<file path="config.mk">
export PLATFORM = sky130hd
export DESIGN_NAME = catch_game_ctl
export DESIGN_NICKNAME = d
export VERILOG_FILES = /design/src/rtl/game_pkg.sv /design/src/rtl/popcount.sv /design/src/rtl/catch_game_ctl.sv
export SDC_FILE = /design/constraint.sdc
export NUM_CORES = 1
export LEC_CHECK = 0
export BUFFER_PORTS_ARGS = -buffer_cell sky130_fd_sc_hd__clkbuf_2
export CAP_MARGIN = 20
export CORE_UTILIZATION = 45
export CTS_BUF_LIST = sky130_fd_sc_hd__clkbuf_2
export DETAILED_ROUTE_END_ITERATION = 10
export GPL_TIMING_DRIVEN = 0
export PLACE_DENSITY_LB_ADDON = 0.3
export SLEW_MARGIN = 20
export SYNTH_ARGS = -nofsm -noshare
export SYNTH_HDL_FRONTEND = slang
export SYNTH_SLANG_ARGS = --single-unit
export TNS_END_PERCENT = 10
</file>
<file path="constraint.sdc">
create_clock -name pclk -period 8.8 [get_ports pclk]
set_clock_uncertainty 0.2 [all_clocks]
set_input_delay 0 -clock pclk [delete_from_list [all_inputs] [get_ports pclk]]
set_output_delay 0 -clock pclk [all_outputs]
set_load 0.02 [all_outputs]
</file>
<file path="src/rtl/game_pkg.sv">
`default_nettype none
// ============================================================================
// Module      : game_pkg
// Description : Shared definitions for the VGA catch game: game state
//               encodings and default playfield geometry.
// Revision    : 1.0 - initial release
// ============================================================================
package game_pkg;

    // Encodings are fixed so that software and the overlays can decode them.
    typedef enum logic [1:0] {
        ST_PAUSE = 2'b00,
        ST_IDLE  = 2'b01,
        ST_OVER  = 2'b10,
        ST_PLAY  = 2'b11
    } state_t;

    localparam int C_CATCH_W        = 48;   // catcher width in pixels
    localparam int C_DROP_W         = 48;   // drop width in pixels
    localparam int C_CATCHER_LINE_Y = 440;  // y row where drops land

endpackage
`default_nettype wire

</file>
<file path="src/rtl/popcount.sv">
`default_nettype none
// ============================================================================
// Module      : popcount
// Description : Purely combinational population count of an N-bit vector.
// Ports       : bits_i  - input vector
//               count_o - number of set bits in bits_i
// Revision    : 1.0 - initial release
// ============================================================================
module popcount
    import game_pkg::*;
#(
    parameter int N     = 4,
    parameter int CNT_W = $clog2(N + 1)
) (
    input  logic [N-1:0]     bits_i,
    output logic [CNT_W-1:0] count_o
);

    always_comb begin
        count_o = '0;
        for (int k = 0; k < N; k++) begin
            count_o = count_o + CNT_W'(bits_i[k]);
        end
    end

endmodule
`default_nettype wire

</file>
<file path="src/rtl/catch_game_ctl.sv">
`default_nettype none
// ============================================================================
// Module      : catch_game_ctl
// Description : Game control for the VGA catch game. Tracks game state,
//               score, lives and difficulty level for N_DROPS falling drops
//               against one catcher. All outputs are registered.
// Ports       : pclk, rst (async, active low)
//               frame_tick, start_btn, pause_btn, restart_btn - controls
//               catcher_x, drop_x, drop_land - geometry and landing strobes
//               state, score, lives, level, frame_cnt - game status
//               catch_pulse, miss_pulse - per-channel landing results
//               drops_run - enables the drop motion controllers
// Revision    : 1.0 - initial release
// ============================================================================
module catch_game_ctl
    import game_pkg::*;
#(
    parameter int N_DROPS    = 4,
    parameter int POS_W      = 12,
    parameter int SCORE_W    = 16,
    parameter int LIVES      = 3,
    parameter int CATCH_W    = C_CATCH_W,
    parameter int DROP_W     = C_DROP_W,
    parameter int LEVEL_STEP = 10
) (
    input  logic                       pclk,
    input  logic                       rst,
    input  logic                       frame_tick,
    input  logic                       start_btn,
    input  logic                       pause_btn,
    input  logic                       restart_btn,
    input  logic [POS_W-1:0]           catcher_x,
    input  logic [N_DROPS*POS_W-1:0]   drop_x,
    input  logic [N_DROPS-1:0]         drop_land,
    output logic [1:0]                 state,
    output logic [SCORE_W-1:0]         score,
    output logic [3:0]                 lives,
    output logic [3:0]                 level,
    output logic [N_DROPS-1:0]         catch_pulse,
    output logic [N_DROPS-1:0]         miss_pulse,
    output logic                       drops_run,
    output logic [15:0]                frame_cnt
);

    localparam int CNT_W = $clog2(N_DROPS + 1);
    // Holds the leftover points plus the largest single-cycle gain.
    localparam int PTS_W = $clog2(LEVEL_STEP + N_DROPS + 1);
    localparam logic [PTS_W-1:0] C_STEP       = PTS_W'(LEVEL_STEP);
    localparam logic [POS_W:0]   C_CATCH_SPAN = (POS_W+1)'(CATCH_W - 1);
    localparam logic [POS_W:0]   C_DROP_SPAN  = (POS_W+1)'(DROP_W - 1);

    state_t               state_q, state_d;
    logic [SCORE_W-1:0]   score_q, score_d;
    logic [3:0]           lives_q, lives_d;
    logic [3:0]           level_q, level_d;
    logic [PTS_W-1:0]     pts_q, pts_d;
    logic [15:0]          frame_q, frame_d;
    logic [N_DROPS-1:0]   catch_q, catch_d;
    logic [N_DROPS-1:0]   miss_q, miss_d;
    logic                 run_q, run_d;
    logic                 start_q, pause_q, restart_q;
    logic [N_DROPS-1:0]   land_q;
    // Low for the first cycle out of reset so a button held through reset
    // is absorbed into the history instead of firing.
    logic                 armed_q;

    logic                 w_start_e, w_pause_e, w_restart_e;
    logic [N_DROPS-1:0]   w_land_e, w_hit, w_caught, w_missed;
    logic [CNT_W-1:0]     w_n_caught, w_n_missed, w_gain;
    logic [SCORE_W:0]     w_score_sum;
    logic [SCORE_W-1:0]   w_score_sat;
    logic [3:0]           w_lives_after;
    logic [PTS_W-1:0]     w_pts_acc;
    logic [3:0]           w_lvl_acc;
    logic [POS_W:0]       w_cx;

    assign w_start_e   = start_btn   & ~start_q   & armed_q;
    assign w_pause_e   = pause_btn   & ~pause_q   & armed_q;
    assign w_restart_e = restart_btn & ~restart_q & armed_q;
    assign w_land_e    = drop_land & ~land_q;

    // Interval overlap test; one extra bit keeps the edge sums from wrapping.
    assign w_cx = {1'b0, catcher_x};
    for (genvar g = 0; g < N_DROPS; g++) begin : g_hit
        logic [POS_W:0] w_dx;
        assign w_dx     = {1'b0, drop_x[g*POS_W +: POS_W]};
        assign w_hit[g] = (w_cx <= w_dx + C_DROP_SPAN) &&
                          (w_dx <= w_cx + C_CATCH_SPAN);
    end

    assign w_caught = w_land_e & w_hit;
    assign w_missed = w_land_e & ~w_hit;

    popcount #(.N(N_DROPS), .CNT_W(CNT_W)) u_pc_catch (
        .bits_i  (w_caught),
        .count_o (w_n_caught)
    );

    popcount #(.N(N_DROPS), .CNT_W(CNT_W)) u_pc_miss (
        .bits_i  (w_missed),
        .count_o (w_n_missed)
    );

    assign w_score_sum   = {1'b0, score_q} + (SCORE_W+1)'(w_n_caught);
    assign w_score_sat   = w_score_sum[SCORE_W] ? '1 : w_score_sum[SCORE_W-1:0];
    // Points actually credited after saturation drive the level counter.
    assign w_gain        = CNT_W'(w_score_sat - score_q);
    assign w_lives_after = ({1'b0, lives_q} > 5'(w_n_missed)) ?
                           (lives_q - 4'(w_n_missed)) : 4'd0;

    // Modulo-LEVEL_STEP remainder; a gain may cross several step boundaries
    // when LEVEL_STEP is smaller than N_DROPS.
    always_comb begin
        w_pts_acc = pts_q + PTS_W'(w_gain);
        w_lvl_acc = level_q;
        for (int k = 0; k <= N_DROPS; k++) begin
            if (w_pts_acc >= C_STEP) begin
                w_pts_acc = w_pts_acc - C_STEP;
                if (w_lvl_acc != 4'd15) begin
                    w_lvl_acc = w_lvl_acc + 4'd1;
                end
            end
        end
    end

    always_comb begin
        state_d = state_q;
        score_d = score_q;
        lives_d = lives_q;
        level_d = level_q;
        pts_d   = pts_q;
        frame_d = frame_q;
        catch_d = '0;
        miss_d  = '0;
        case (state_q)
            ST_IDLE: begin
                if (w_start_e) begin
                    state_d = ST_PLAY;
                    score_d = '0;
                    lives_d = 4'(LIVES);
                    level_d = 4'd0;
                    pts_d   = '0;
                    frame_d = 16'd0;
                end
            end
            ST_PLAY: begin
                catch_d = w_caught;
                miss_d  = w_missed;
                score_d = w_score_sat;
                lives_d = w_lives_after;
                level_d = w_lvl_acc;
                pts_d   = w_pts_acc;
                frame_d = frame_q + 16'(frame_tick);
                // Landings are scored before the pause; running out of
                // lives overrides a simultaneous pause.
                if (w_lives_after == 4'd0) begin
                    state_d = ST_OVER;
                end else if (w_pause_e) begin
                    state_d = ST_PAUSE;
                end
            end
            ST_PAUSE: begin
                if (w_pause_e) begin
                    state_d = ST_PLAY;
                end
            end
            ST_OVER: begin
                if (w_restart_e) begin
                    state_d = ST_IDLE;
                end
            end
            default: state_d = ST_IDLE;
        endcase
        run_d = (state_d == ST_PLAY);
    end

    always_ff @(posedge pclk or negedge rst) begin
        if (!rst) begin
            state_q   <= ST_IDLE;
            score_q   <= '0;
            lives_q   <= 4'd0;
            level_q   <= 4'd0;
            pts_q     <= '0;
            frame_q   <= 16'd0;
            catch_q   <= '0;
            miss_q    <= '0;
            run_q     <= 1'b0;
            start_q   <= 1'b0;
            pause_q   <= 1'b0;
            restart_q <= 1'b0;
            land_q    <= '0;
            armed_q   <= 1'b0;
        end else begin
            state_q   <= state_d;
            score_q   <= score_d;
            lives_q   <= lives_d;
            level_q   <= level_d;
            pts_q     <= pts_d;
            frame_q   <= frame_d;
            catch_q   <= catch_d;
            miss_q    <= miss_d;
            run_q     <= run_d;
            start_q   <= start_btn;
            pause_q   <= pause_btn;
            restart_q <= restart_btn;
            land_q    <= drop_land;
            armed_q   <= 1'b1;
        end
    end

    assign state       = state_q;
    assign score       = score_q;
    assign lives       = lives_q;
    assign level       = level_q;
    assign catch_pulse = catch_q;
    assign miss_pulse  = miss_q;
    assign drops_run   = run_q;
    assign frame_cnt   = frame_q;

endmodule
`default_nettype wire

</file>
==> run summary, run 1 <==
outcome -> finished, violations left
internal power -> 0.00177 W
routed vias/inst -> 5.66
crit end category -> register
Crit Path Category -> input port to register
dpl ws -> -2.19 ns
Die Height -> 129 um
critical path's largest stage delay -> 0.57 ns
register area share after synthesis -> 21.7%
maximum VDD drop -> 0.000347 V
Area Overhead vs Synth -> 30.4%
critical path arrival -> 9.56 ns
library cells used by synthesis -> 81
Area contributors post-synth -> dfrtp_1 (21%), ha_1 (20%), nand2_1 (4.0%)
H-tree depth -> 3
layout cells sized above 1 -> 25.1%
nets -> 1257
MaxCap Viol Count -> 0
Least-Margin Pin Slew -> 0.618 ns
Syn Std Cell Area -> 0.00727 mm2
count of final setup violators -> 4
switching power -> 0.00167 W
Worst path most repeated cell -> ha_4
Final WS setup -> -0.494 ns
Slew headroom -> 58.8%
DR DRC count -> 0
worst path buffer plus inverter count -> 9
first-pass GRT wire length -> 33200 um
Vias -> 7265
count of final hold-check violations -> 0
GR Util All Layers -> 25.3%
clock-pin slew on the worst setup and hold paths -> 0.17 ns
vias in the first global route -> 6856
routed length per instance -> 16.1 um
area leader, netlist -> dfrtp_1
Max FO, Critical Path -> 8
core area -> 0.0158 mm2
final max-slew violation count -> 0
CTS Root Buffer Type -> clkbuf_2
starting density of the core -> 45.9%
Clk network pwr share -> 5.0%
largest net degree at the start of global routing -> 53
Reg area -> 0.00158 mm2
number of synthesized register bits -> 63
CP startpoint kind -> input port
Clock Tree Buf Depth -> 2
CTS buffer count -> 9
share of power burned in combinational logic -> 83.7%
Critical Path RT -> 9.06 ns
Sw Ratio -> 48.5%
# clock sinks -> 63
Crit-path slowest cell -> fa_2
First-pass DRT Iterations -> 6
min cycle time layout -> 9.29 ns
post-synthesis compound-gate area fraction -> 20.6%
P_leak -> 4.30 nW
Tcrit/Tclk final -> 106%
I/O pins -> 121
largest family of logic cells by synthesized area -> simple AND/OR/NAND/NOR gates
Post-Synth Simple-Gate Area -> 23.2%
yosys warns -> 0
grt ovf -> 0
top_reg_cell synth -> dfrtp_1
syn nets -> 1056
Synth Area in Adders -> 22.1%
average size of a mapped cell -> 8.43 um2
IO buf count -> 118
XOR/XNOR Fraction of Synth Area -> 7.45%
EDFF count, synth -> 0
worst skew pair latency -> 0.53 ns
Die Wd -> 129 um
# fillers -> 1433
dpl hpwl -> 15300 um
pwr dens -> 363 mW/mm2
Hold Crit Class -> input port to register
Site Rows -> 46
post-route ant nets -> 0
total power -> 0.00344 W
Syn Inst Count -> 862
area of the multi-input gates -> 0.00601 mm2
Flop pwr share -> 11.3%
die area -> 0.0167 mm2
DP Area -> 0.00832 mm2
CP delay by family, top -> adder cells
CTS tree -> done
routability cong. -> 0.887
1st-iter DRT viols -> 344
FMAX -> 0.108 GHz
initial antenna violation count -> 1
RSZ-0062 raised after global routing -> true
post-route cell area -> 0.00948 mm2
WL final -> 20600 um
failing checks -> negative setup slack
mux share of post-synthesis cell area -> 1.98%
top cell type's share of synthesized area -> 21.3%
asr flop ratio synth -> 100%
[registers in the layout (all words and copies together) (netlist names)]
register     flops
frame_cnt       16
score           16
catch_pulse      4
land_q           4
level            4
lives            4
miss_pulse       4
pts_q            4
state            2
armed_q          1
drops_run        1
pause_q          1
restart_q        1
start_q          1
[final timing paths]
check,depth (start not counted),end,slack [ns],start
worst max-delay path,48,level[0]$_DFFE_PN0P_,-0.49,catcher_x[0]
worst min register to register,1,frame_cnt[15]$_DFFE_PN0P_,0.30,frame_cnt[15]$_DFFE_PN0P_
min in group asynchronous,3,score[15]$_DFFE_PN0P_,0.32,rst
worst min-delay path,6,miss_pulse[2]$_DFF_PN0_,0.05,drop_x[34]
worst max register to register,36,level[0]$_DFFE_PN0P_,0.80,land_q[0]$_DFF_PN0_
max in group asynchronous,4,state[0]$_DFF_PN1_,7.34,rst
[layout by cell type, fill, tap and decap left out, types with 6 or more instances in the layout]
cell type,count
nand2_1,74
dfrtp_1,62
xnor2_2,6
o31ai_1,7
dlygate4sd3_1,33
mux2i_1,7
ha_1,104
clkbuf_2,122
nor2b_1,18
clkbuf_1,14
a31oi_1,14
nand2b_1,15
a21oi_1,43
o21a_1,32
and2_1,6
inv_1,30
a21o_1,11
nor3_1,23
nand3_1,45
o21ai_0,45
ha_4,10
buf_4,36
nor2_1,55
nand4_1,29
xor2_1,25
and3_1,16
xnor2_1,24
or3_1,6
[cells by family (layout without fill, tap and decap cells)]
group,Yosys count,count (layout)
DFF,63,63
xor gates and xnor gates,61,61
muxes,13,13
buffers and inverters,55,260
AOI/OAI and AO/OA,218,218
and+or+nand+nor,326,326
other,1,2
adders and majority gates,125,125
[metal layers]
metal	track usage [%]	share of wire (%)	vias up
met2	44.2	49	167
met5	0	0	-
met4	8.86	2.2	0
li1	-	-	3605
met3	3.84	3.7	34
met1	31.6	45	3459
[stage by stage]
step | setup TNS [ns] | hold WS [ns] | std cells | utilization (%)
floorplan | -2.42 | -0.496 | 862 | -
global placement | -10.71 | -0.0765 | 1196 | 52.4
detailed placement | -11.43 | -0.316 | 1197 | 52.6
CTS | -1.53 | 0.00972 | 1269 | 58.2
global route | -2.92 | 0.0333 | 1284 | 59.9
finish | -1.52 | 0.0520 | 1284 | 59.9
[power groups by stage]
| stage | combinational, W | sequential [W] | clock [W] |
|---|---|---|---|
| final | 0.00288 | 0.000389 | 0.000173 |
| after floorplan | 0.00169 | 0.000417 | 0 |
| after detailed placement | 0.00215 | 0.000391 | 0 |
| after global routing | 0.00317 | 0.000395 | 0.000191 |
| after global placement | 0.00213 | 0.000389 | 0 |
| after CTS | 0.00258 | 0.000388 | 0.000178 |
[worst register-to-register path: cells and delay by family, from the launching register on]
kind | cells | cell delay [ns]
fa+ha+maj | 10 | 2.98
simple gates | 10 | 1.78
mux | 3 | 1.05
compound gates | 6 | 0.97
buf+inv | 7 | 0.60
flops | 1 | 0.38
[synthesized netlist by cell type, types with 4 or more instances]
master    count
o31ai_1       7
mux2i_1       7
nor3_1       24
o21a_1       32
o21ai_0      51
o41ai_1       4
a31oi_1      14
fa_1          6
inv_1        35
nand2_1      77
and3_1       17
a21oi_1      48
and2_1        7
a211oi_1      4
or3_1         7
nand4_1      29
mux2_2        4
xor2_1       29
clkbuf_1     14
nor2_1       57
and4_1        4
dfrtp_1      62
nand3b_1      5
xnor2_1      31
nand2b_1     15
nand3_1      46
o211ai_1      5
ha_1        118
a21o_1       11
nor2b_1      21
[repair_timing]
action	in CTS	in global routing
resized for setup	47	26
hold buffers	33	0
hold endpoints to repair	86	0
pin swaps	35	35
setup buffers	24	14
setup endpoints to repair	7	6
[cell type report]
type	count	area share (%)
clock inverters	5	0.528
plain buffers	18	0.871
flip-flops and latches	63	16.6
diodes	1	0.0264
clock buffers	10	0.528
inverters	37	1.53
well taps	216	2.85
multi-input cells	744	63.4
repair buffers	190	13.7
Power figures use the tool's default switching activity.
==> run 2: changes to the inputs <==
Settings changed: PLACE_DENSITY set to 0.69, PLACE_DENSITY_LB_ADDON 0.3 to not set.
==> run 2 against run 1 <==
  * The run still ends with negative setup slack left
  * Sequential cell count stayed put
  * Count of clock-buffer cells in the layout did not move
  * Hold slack worse by 0.012 ns
  * Sequential share of layout area grew 0.17 points
  * Sequential power hardly changed
  * Critical endpoint unchanged
  * Largest power group unchanged
  * Highest routed layer unchanged
==> run summary, run 2 (same netlist as run 1, synthesis figures left out) <==
Clock Tree Buf Depth -> 2 (unchanged)
Vias -> 7266 (+0.014%)
post-route ant nets -> 0 (unchanged)
maximum VDD drop -> 0.000315 V (-9.1%)
H-tree depth -> 3 (unchanged)
routability cong. -> 0.895 (+0.86%)
CTS Root Buffer Type -> clkbuf_2
Die Wd -> 129 um (unchanged)
Crit-path slowest cell -> fa_2
Max FO, Critical Path -> 8 (unchanged)
core area -> 0.0158 mm2 (unchanged)
Die Height -> 129 um (unchanged)
Cells after DPL -> 1197 (unchanged)
largest net degree at the start of global routing -> 53 (unchanged)
routed length per instance -> 16.3 um (+1.5%)
Tcrit/Tclk final -> 106% (+0.78 points)
outcome -> finished, violations left
clock-pin slew on the worst setup and hold paths -> 0.17 ns (about the same)
post-route core utilization -> 59.3% (-0.60 points)
RSZ-0062 raised after global routing -> true
# clock sinks -> 63 (unchanged)
count of final hold-check violations -> 0 (unchanged)
WL final -> 20900 um (+1.4%)
most common cell after layout, fill and taps aside -> clkbuf_2
DR DRC count -> 0 (unchanged)
grt ovf -> 0 (unchanged)
crit end category -> register
die area -> 0.0167 mm2 (unchanged)
Flop pwr share -> 11.5% (+0.2 points)
dpl ws -> -2.14 ns (+0.0484 ns)
nets -> 1255 (-0.16%)
count of final setup violators -> 4 (unchanged)
Crit Path Category -> input port to register
GR Util All Layers -> 26.0% (+0.72 points)
routed vias/inst -> 5.66 (about the same)
Worst path most repeated cell -> ha_4
CTS tree -> done
fin cells -> 1283 (-0.078%)
CTS buffer count -> 9 (unchanged)
I/O pins -> 121 (unchanged)
Sw Ratio -> 49.2% (+0.75 points)
final max-slew violation count -> 0 (unchanged)
starting density of the core -> 45.9% (unchanged)
pwr dens -> 361 mW/mm2 (-0.62%)
share of power burned in combinational logic -> 82.3% (-1.4 points)
worst skew pair latency -> 0.56 ns (+0.03 ns)
MaxCap Viol Count -> 0 (unchanged)
Area Overhead vs Synth -> 29.1%
vias in the first global route -> 7101 (+3.6%)
switching power -> 0.00167 W (about the same)
Least-Margin Pin Slew -> 0.630 ns (+0.0119 ns)
failing checks -> negative setup slack
FMAX -> 0.107 GHz (-0.73%)
most frequent cells in the layout -> clkbuf_2 (124), ha_1 (109), nand2_1 (76), dfrtp_1 (62), nor2_1 (53)
dpl hpwl -> 15500 um (+1.1%)
Critical Path RT -> 9.08 ns (+0.02 ns)
critical path arrival -> 9.64 ns (+0.08 ns)
IO buf count -> 118 (unchanged)
Site Rows -> 46 (unchanged)
First-pass DRT Iterations -> 5 (-1)
initial antenna violation count -> 0 (-1)
first-pass GRT wire length -> 34200 um (+2.9%)
Clk network pwr share -> 6.2% (+1.2 points)
Final WS setup -> -0.563 ns (-0.0686 ns)
Hold Crit Class -> input port to register
CP startpoint kind -> input port
layout cells sized above 1 -> 24.8% (-0.35 points)
critical path's largest stage delay -> 0.58 ns (about the same)
1st-iter DRT viols -> 369 (+7.3%)
Slew headroom -> 57.8% (-0.93 points)
min cycle time layout -> 9.36 ns (+0.0686 ns)
P_leak -> 4.30 nW (about the same)
internal power -> 0.00172 W (-3.0%)
run 2: power by group through the flow:
stage	combinational, W	sequential, W	clock (W)
3_5_place_dp	0.00217	0.000391	0
4_1_cts	0.00261	0.000388	0.000216
5_1_grt	0.00306	0.000395	0.000228
6_report	0.00279	0.000389	0.000212
2_1_floorplan	0.00169	0.000417	0
3_3_place_gp	0.00212	0.000390	0
run 2: worst paths after layout:
check / start / depth (start not counted) / end / slack, ns
setup / recovery: catcher_x[0] / 50 / level[0]$_DFFE_PN0P_ / -0.56
setup reg to reg: land_q[0]$_DFF_PN0_ / 38 / level[0]$_DFFE_PN0P_ / 0.70
hold / removal: drop_x[9] / 5 / miss_pulse[0]$_DFF_PN0_ / 0.04
hold reg to reg: frame_cnt[15]$_DFFE_PN0P_ / 1 / frame_cnt[15]$_DFFE_PN0P_ / 0.31
min in group asynchronous: rst / 3 / score[14]$_DFFE_PN0P_ / 0.31
max in group asynchronous: rst / 4 / state[0]$_DFF_PN1_ / 7.33
run 2: worst max-delay path, delay by kind of cell:
kind / cells / cell delay [ns]
AO/OA/AOI/OAI: 14 / 2.47
adder cells (fa/ha/maj): 11 / 3.08
buffers and inverters: 11 / 1.27
multiplexers: 1 / 0.33
AND/OR/NAND/NOR: 13 / 2.48
run 2: per-layer routing:
layer | global-route usage (%) | share of wire (%) | wire length, um | up-vias
met5 | 0 | 0 | 0 | -
met4 | 9.13 | 2.4 | 501 | 0
met3 | 3.72 | 4.3 | 895 | 43
met2 | 46.0 | 50 | 10400 | 202
met1 | 32.2 | 44 | 9160 | 3418
li1 | - | - | - | 3603
run 2: area by class of cell:
| class | instances | area (um2) |
|---|---|---|
| multi-input combinational | 744 | 5920 |
| timing repair buffer | 188 | 1250 |
| clock inverter | 6 | 85.1 |
| sequential | 63 | 1580 |
| antenna | 1 | 2.50 |
| clock buffer | 10 | 50.0 |
| fill | 1469 | 6440 |
| tap | 216 | 270 |
| inverter | 37 | 143 |
| buffer | 18 | 82.6 |
run 2: timing repair:
action,4_1_cts,5_1_grt
endpoints found under the setup margin,7,7
endpoints found under the hold margin,86,0
setup buffers,26,11
pin swaps,31,17
resized for setup,43,14
cloned,0,0
hold buffers,32,0
run 2: per-stage QoR:
| stage | hold slack, ns | TNS, ns | instance area, um2 | power [W] |
|---|---|---|---|---|
| final | 0.0396 | -1.64 | 9380 | 0.00339 |
| after global placement | -0.0795 | -10.27 | 8290 | 0.00251 |
| after CTS | 0.0255 | -1.61 | 9240 | 0.00322 |
| after floorplan | -0.496 | -2.42 | 7430 | 0.00211 |
| after detailed placement | -0.312 | -11.25 | 8320 | 0.00256 |
| after global routing | 0.0744 | -3.16 | 9380 | 0.00368 |
